## config.mk

```make
export PLATFORM = sky130hd
export DESIGN_NAME = instr_fetch_unit_flat
export DESIGN_NICKNAME = d
export VERILOG_FILES = /design/src/rtl/cpu_pkg.sv /design/src/rtl/instr_fetch_unit_if.sv /design/src/rtl/instr_fetch_unit_imm_gen.sv /design/src/rtl/instr_fetch_unit.sv /design/src/flat_wrapper.sv
export SDC_FILE = /design/constraint.sdc
export NUM_CORES = 1
export LEC_CHECK = 0
export BUFFER_PORTS_ARGS = -buffer_cell sky130_fd_sc_hd__buf_2
export CORE_ASPECT_RATIO = 1.25
export CORE_UTILIZATION = 46
export DETAILED_ROUTE_END_ITERATION = 12
export GPL_TIMING_DRIVEN = 0
export PLACE_DENSITY_LB_ADDON = 0.12
export SYNTH_ARGS = -nofsm -noshare
export SYNTH_HDL_FRONTEND = slang
export SYNTH_SLANG_ARGS = --single-unit
export TNS_END_PERCENT = 100
```

## constraint.sdc

```tcl
create_clock -name CLK -period 5.6 [get_ports CLK]
set_input_delay 0.56 -clock CLK [delete_from_list [all_inputs] [get_ports CLK]]
set_output_delay 0.56 -clock CLK [all_outputs]
set_load 0.02 [all_outputs]
```

## src/rtl/cpu_pkg.sv

```systemverilog
// Shared CPU constants: supported opcodes, the NOP instruction word and the fetch FSM state type.
// Purely declarative; no latency and no backpressure.
package cpu_pkg;

    localparam logic [6:0] OP_JAL    = 7'b1101111;
    localparam logic [6:0] OP_JALR   = 7'b1100111;
    localparam logic [6:0] OP_BRANCH = 7'b1100011;
    localparam logic [6:0] OP_LOAD   = 7'b0000011;
    localparam logic [6:0] OP_STORE  = 7'b0100011;
    localparam logic [6:0] OP_IMM    = 7'b0010011;
    localparam logic [6:0] OP_REG    = 7'b0110011;

    // addi x0,x0,0
    localparam logic [31:0] NOP_WORD = 32'h0000_0013;

    typedef enum logic {
        IDLE = 1'b0,
        REQ  = 1'b1
    } fetch_state_t;

    function automatic logic is_supported_op(input logic [6:0] op);
        case (op)
            OP_JAL, OP_JALR, OP_BRANCH, OP_LOAD,
            OP_STORE, OP_IMM, OP_REG: is_supported_op = 1'b1;
            default:                  is_supported_op = 1'b0;
        endcase
    endfunction

endpackage

```

## src/rtl/instr_fetch_unit_if.sv

```systemverilog
// Instruction-memory req/ack bus: the fetch unit is master, the memory is slave.
// No storage of its own; the slave holds off the master by delaying im_ack.
interface instr_fetch_unit_if #(
    parameter int XLEN = 32
);
    logic            im_req;
    logic [XLEN-1:0] im_addr;
    logic            im_ack;
    logic [XLEN-1:0] im_rdata;

    modport master (
        output im_req,
        output im_addr,
        input  im_ack,
        input  im_rdata
    );

    modport slave (
        input  im_req,
        input  im_addr,
        output im_ack,
        output im_rdata
    );
endinterface

```

## src/rtl/instr_fetch_unit_imm_gen.sv

```systemverilog
// Immediate generator: sign-extended I/S/B/J immediate selected by the opcode in IR.
// Purely combinational, zero latency, no backpressure.
module imm_gen
    import cpu_pkg::*;
#(
    parameter int XLEN = 32
) (
    input  logic [XLEN-1:0] IR,
    output logic [XLEN-1:0] IMM
);

    always_comb begin
        IMM = '0;
        case (IR[6:0])
            OP_LOAD, OP_IMM, OP_JALR:
                IMM = {{(XLEN-12){IR[31]}}, IR[31:20]};
            OP_STORE:
                IMM = {{(XLEN-12){IR[31]}}, IR[31:25], IR[11:7]};
            OP_BRANCH:
                IMM = {{(XLEN-13){IR[31]}}, IR[31], IR[7], IR[30:25], IR[11:8], 1'b0};
            OP_JAL:
                IMM = {{(XLEN-21){IR[31]}}, IR[31], IR[19:12], IR[20], IR[30:21], 1'b0};
            default:
                IMM = '0;
        endcase
    end

endmodule

```

## src/rtl/instr_fetch_unit.sv

```systemverilog
// Fetch unit: req/ack fetch of the word at PC into IR, then field/immediate decode; IR ready 2 edges after IMRead.
// Memory stalls by withholding im_ack (fetch_busy held); FETCH_TIMEOUT_EN adds an abort after TIMEOUT_CYCLES.
module instr_fetch_unit
    import cpu_pkg::*;
#(
    parameter int              XLEN           = 32,
    parameter int              TIMEOUT_CYCLES = 16,
    parameter logic [XLEN-1:0] NOP_WORD       = cpu_pkg::NOP_WORD
) (
    input  logic                CLK,
    input  logic                RST,
    input  logic [XLEN-1:0]     PC,
    input  logic                IMRead,
    input  logic                IRWrite,
    instr_fetch_unit_if.master  im,
    output logic [XLEN-1:0]     IR,
    output logic [6:0]          OPCODE,
    output logic [2:0]          func3,
    output logic [6:0]          func7,
    output logic [4:0]          rs1,
    output logic [4:0]          rs2,
    output logic [4:0]          rd,
    output logic [XLEN-1:0]     IMM,
    output logic                fetch_busy,
    output logic                fetch_valid,
    output logic                illegal,
    output logic                fetch_err
);

    fetch_state_t    state;
    logic            im_req_q;
    logic [XLEN-1:0] im_addr_q;
    logic [XLEN-1:0] ir_q;
    logic            ir_wr_q;
    logic            fetch_valid_q;

`ifdef FETCH_TIMEOUT_EN
    localparam logic [7:0] WAIT_LAST = 8'(TIMEOUT_CYCLES - 1);
    logic [7:0] wait_cnt;
    logic       fetch_err_q;
`else
    localparam int unused_timeout_cycles = TIMEOUT_CYCLES;
`endif

    logic [1:0] unused_pc_lsb;
    assign unused_pc_lsb = PC[1:0];

    always_ff @(posedge CLK or posedge RST) begin
        if (RST) begin
            state         <= IDLE;
            im_req_q      <= 1'b0;
            im_addr_q     <= '0;
            ir_q          <= NOP_WORD;
            ir_wr_q       <= 1'b0;
            fetch_valid_q <= 1'b0;
`ifdef FETCH_TIMEOUT_EN
            wait_cnt      <= '0;
            fetch_err_q   <= 1'b0;
`endif
        end else begin
            case (state)
                IDLE: begin
                    // A late ack landing here belongs to no request and is dropped.
                    if (IMRead) begin
                        im_addr_q     <= {PC[XLEN-1:2], 2'b00};
                        ir_wr_q       <= IRWrite;
                        im_req_q      <= 1'b1;
                        fetch_valid_q <= 1'b0;
                        state         <= REQ;
`ifdef FETCH_TIMEOUT_EN
                        wait_cnt      <= '0;
                        fetch_err_q   <= 1'b0;
`endif
                    end
                end
                REQ: begin
                    if (im.im_ack) begin
                        if (ir_wr_q) begin
                            ir_q <= im.im_rdata;
                        end
                        im_req_q      <= 1'b0;
                        fetch_valid_q <= 1'b1;
                        state         <= IDLE;
                    end
`ifdef FETCH_TIMEOUT_EN
                    // Ack takes priority over the abort when both land on the same edge.
                    else if (wait_cnt == WAIT_LAST) begin
                        ir_q          <= NOP_WORD;
                        im_req_q      <= 1'b0;
                        fetch_valid_q <= 1'b1;
                        fetch_err_q   <= 1'b1;
                        state         <= IDLE;
                    end else begin
                        wait_cnt <= wait_cnt + 8'd1;
                    end
`endif
                end
                default: state <= IDLE;
            endcase
        end
    end

    assign im.im_req    = im_req_q;
    assign im.im_addr   = im_addr_q;
    assign IR           = ir_q;
    assign fetch_valid  = fetch_valid_q;
    assign fetch_busy   = (state == REQ) | ((state == IDLE) & IMRead);

`ifdef FETCH_TIMEOUT_EN
    assign fetch_err = fetch_err_q;
`else
    assign fetch_err = 1'b0;
`endif

    assign OPCODE  = ir_q[6:0];
    assign rd      = ir_q[11:7];
    assign func3   = ir_q[14:12];
    assign rs1     = ir_q[19:15];
    assign rs2     = ir_q[24:20];
    assign func7   = ir_q[31:25];
    assign illegal = ~is_supported_op(ir_q[6:0]);

    imm_gen #(
        .XLEN (XLEN)
    ) u_imm_gen (
        .IR  (ir_q),
        .IMM (IMM)
    );

endmodule
```

## src/flat_wrapper.sv

```systemverilog
// flat-port wrapper written by rule: the top's interface ports become plain ports
module instr_fetch_unit_flat import cpu_pkg::*;
#(
    parameter int              XLEN           = 32,
    parameter int              TIMEOUT_CYCLES = 16,
    parameter logic [XLEN-1:0] NOP_WORD       = cpu_pkg::NOP_WORD
)
  (CLK, RST, PC, IMRead, IRWrite, IR, OPCODE, func3, func7, rs1, rs2, rd, IMM, fetch_busy, fetch_valid, illegal, fetch_err, im_im_req, im_im_addr, im_im_ack, im_im_rdata);
  instr_fetch_unit_if #(.XLEN(XLEN)) im_i ();
  input  logic CLK;
  input  logic RST;
  input  logic [XLEN-1:0] PC;
  input  logic IMRead;
  input  logic IRWrite;
  output logic [XLEN-1:0] IR;
  output logic [6:0] OPCODE;
  output logic [2:0] func3;
  output logic [6:0] func7;
  output logic [4:0] rs1;
  output logic [4:0] rs2;
  output logic [4:0] rd;
  output logic [XLEN-1:0] IMM;
  output logic fetch_busy;
  output logic fetch_valid;
  output logic illegal;
  output logic fetch_err;
  output wire logic [$bits(im_i.im_req)-1:0] im_im_req;
  output wire logic [$bits(im_i.im_addr)-1:0] im_im_addr;
  input wire logic [$bits(im_i.im_ack)-1:0] im_im_ack;
  input wire logic [$bits(im_i.im_rdata)-1:0] im_im_rdata;
  assign im_im_req = im_i.im_req;
  assign im_im_addr = im_i.im_addr;
  assign im_i.im_ack = im_im_ack;
  assign im_i.im_rdata = im_im_rdata;
  instr_fetch_unit #(.XLEN(XLEN), .TIMEOUT_CYCLES(TIMEOUT_CYCLES), .NOP_WORD(NOP_WORD)) u_core (.CLK(CLK), .RST(RST), .PC(PC), .IMRead(IMRead), .IRWrite(IRWrite), .im(im_i), .IR(IR), .OPCODE(OPCODE), .func3(func3), .func7(func7), .rs1(rs1), .rs2(rs2), .rd(rd), .IMM(IMM), .fetch_busy(fetch_busy), .fetch_valid(fetch_valid), .illegal(illegal), .fetch_err(fetch_err));
endmodule
```

==> results.md <==
- Max-cap viol count: 0
- Combinational power share: about half
- Cells after synthesis: 236
- Routed Antenna Nets: 0
- Routed wire length: roughly 7.4 mm
- Post-synth EDFFs: 0
- Detail Placement HPWL: 5.73 mm
- Period utilisation layout: between 50% and 60%
- Placed insts: between 500 and 600
- Fin crit period: 2.80 ns
- Wirelength per Cell: 13.8 microns
- Initial antenna violation count: 0
- Share of layout cells above drive strength 1: about 76%
- Min Hold Slack: between 0.2 and 0.3 ns
- GPL Wtd Cong: slightly below 0.8
- Switching power: 1.03 mW
- Die height: between 90 and 100 microns
- FF+latch count, synth: 66
- Row cnt: 33
- # IOs: roughly 200
- Synth Cell Area: 3170 sq um
- Die W: 76.3 microns
- Grt ovf: 0
- Post-CTS Setup Inserts: 0
- Largest net degree at the start of global routing: 42
- CTS tree: yes
- Clk pin slew, worst setup/hold paths: 0.07 ns
- Post-cts resize count: 0
- Max Freq: about 360 MHz
- Post-synth ARST share: between 90% and 100%
- CP endpoint kind: output port
- Initial Utilization: around 48%
- Setup tns final: 0 ns
- Synth-to-layout area growth: 42.3%
- Worst slew pin tran: 0.553 ns
- Worst EP arrival: roughly 2.2 ns
- CP Launch Type: flop
- Finish-stage setup viols: 0
- Core ar.: 6610 sq um
- Area share of the largest cell type after synthesis: approximately half
- H-tree levels: 3
- Worst EP required: slightly above 5 ns
- RSZ-0062 raised after global routing: no
- Most common flop cell mapped by yosys: dfrtp_1
- Final Skew: 0.00719 ns
- Clk pwr share: between 10% and 20%
- Min-delay worst type: in -> async
- Most frequent cells in the layout: buf_2 (202), mux2_2 (63), dfrtp_1 (63)
- Post-synth cell types: 33
- Final cell count without fillers: ~540
- Status: finished clean
- Final core occ: between 60% and 70%
- Hold Fails Final Rpt: 0
- YS warnings: 0
- IR drop worst, VDD: ~0.26 mV
- IO buf count: about 200
- Vias: about 2500
- Tot GR Track Use: roughly a fifth
- Relative slew slack: 63.1%
- Global-route wire length before repair: about 11 mm
- Worst-Skew Late Latency: between 0.3 and 0.4 ns
- Diodes inserted: 0
- Commonest non-fill, non-tap cell in the layout: buf_2
- CP Class: reg -> out
- Internal Power: between 1 and 1.5 mW
- Vias in the first global route: roughly 2300
- CTS Sinks: between 60 and 70
- CTS buffer count: 9
- CP Max Fanout: 12
- Clk buf depth: 2
- Top cells by area, synth: dfrtp_1 (50%), mux2_2 (22%), buf_4 (11%), dfstp_2 (2.5%), a21o_1 (1.9%)
- Sw Share: roughly 41%
- CTS root buffer: clkbuf_8
- Routed vias/inst: 4.64
- PwrDens: roughly 550 nW/um^2
- Number of remaining DRC errors: 0
- Hold buffer count at cts: 0
- Total die area: 7240 sq um
- Post-Syn Area per Cell: about 13 sq um
- Largest area contributor in the netlist: dfrtp_1
- Sequential Power Share: between 30% and 40%
- Iter 0 DRT Violations: 54
- # nets final: a little over 500
- Fin. max-slew vios: 0
- First-pass DRT Iterations: 4
- Leak: around 2.5 nW
- Sequential share of the synthesized area: about 52%
## final timing paths
check | from | endpoint | slack (ns) | cells past startpoint
max | u_core.IR[5] | IMM[21] | 2.80 | 5
min | RST | u_core.im.im_addr[8] | 0.26 | 2
max reg2reg | u_core.state | u_core.im.im_addr[22] | 4.13 | 3
min reg2reg | u_core.im.im_addr[26] | u_core.im.im_addr[26] | 0.50 | 1
max in group asynchronous | RST | u_core.IR[1] | 4.68 | 3
min in group CLK | im_im_rdata[17] | u_core.IR[17] | 0.44 | 2
## synth_stat cells, types with 2 or more instances
library cell  instances
dfrtp_1              63
mux2_2               63
buf_4                46
a21o_1                8
and2_1                8
buf_2                 6
a22o_1                5
inv_1                 4
dfstp_2               3
o21ai_0               3
nand3_1               2
nor2_1                2
nor2b_1               2
nor3_1                2
## per-stage QoR
| stage | area (sq um) | power (mW) | setup WS (ns) |
|---|---|---|---|
| finish | 4520 | 2.50 | 2.80 |
| global route | 4520 | 2.64 | 2.62 |
| CTS | 4520 | 2.53 | 2.76 |
| detailed placement | 4290 | 2.07 | 3.14 |
| global placement | 4270 | 2.04 | 2.60 |
| floorplan | 3180 | 1.66 | 3.23 |
## kinds of logic after synthesis
group / after synthesis / share of synthesized area, %
simple gates: 26 / 6.74
mux: 64 / 22.8
flops: 66 / 52.1
compound gates: 23 / 5.87
other cells: 1 / 0.118
buf+inv: 56 / 12.3
## state kept, by name, indices dropped and copies added, names as in the netlist
| signal | cells |
|---|---|
| u_core.fetch_valid | 1 |
| u_core.im.im_req | 1 |
| u_core.im.im_addr | 30 |
| u_core.state | 1 |
| u_core.IR | 32 |
| u_core.ir_wr_q | 1 |
## metal layers
layer,global-route usage [%],wire [microns]
met5,0,0
met4,9.62,124
met3,7.15,542
met2,34.3,3700
met1,24.5,3080
## critical path, cell delays in order (launching register included)
cell,delay (ns)
dfrtp_1,0.57
mux2_4,0.36
o22ai_2,0.25
and2_1,0.40
buf_4,0.17
buf_2,0.15
## area by class of cell
cell class | instances | area, sq um
Sequential cell | 66 | 1660
Multi-Input combinational cell | 116 | 1140
Fill cell | 548 | 2090
Tap cell | 87 | 109
Inverter | 4 | 15.0
Clock buffer | 10 | 138
Buffer | 52 | 375
Timing Repair Buffer | 197 | 1000
Clock inverter | 6 | 88.8
## power groups by stage
stage / clock network [mW] / registers, mW / logic (mW)
after floorplan: 0 / 1.02 / 0.641
after global placement: 0 / 0.838 / 1.21
after detailed placement: 0 / 0.849 / 1.22
after CTS: 0.463 / 0.841 / 1.22
after global routing: 0.486 / 0.875 / 1.28
final: 0.451 / 0.839 / 1.21
(Power assumes the default switching activity.)
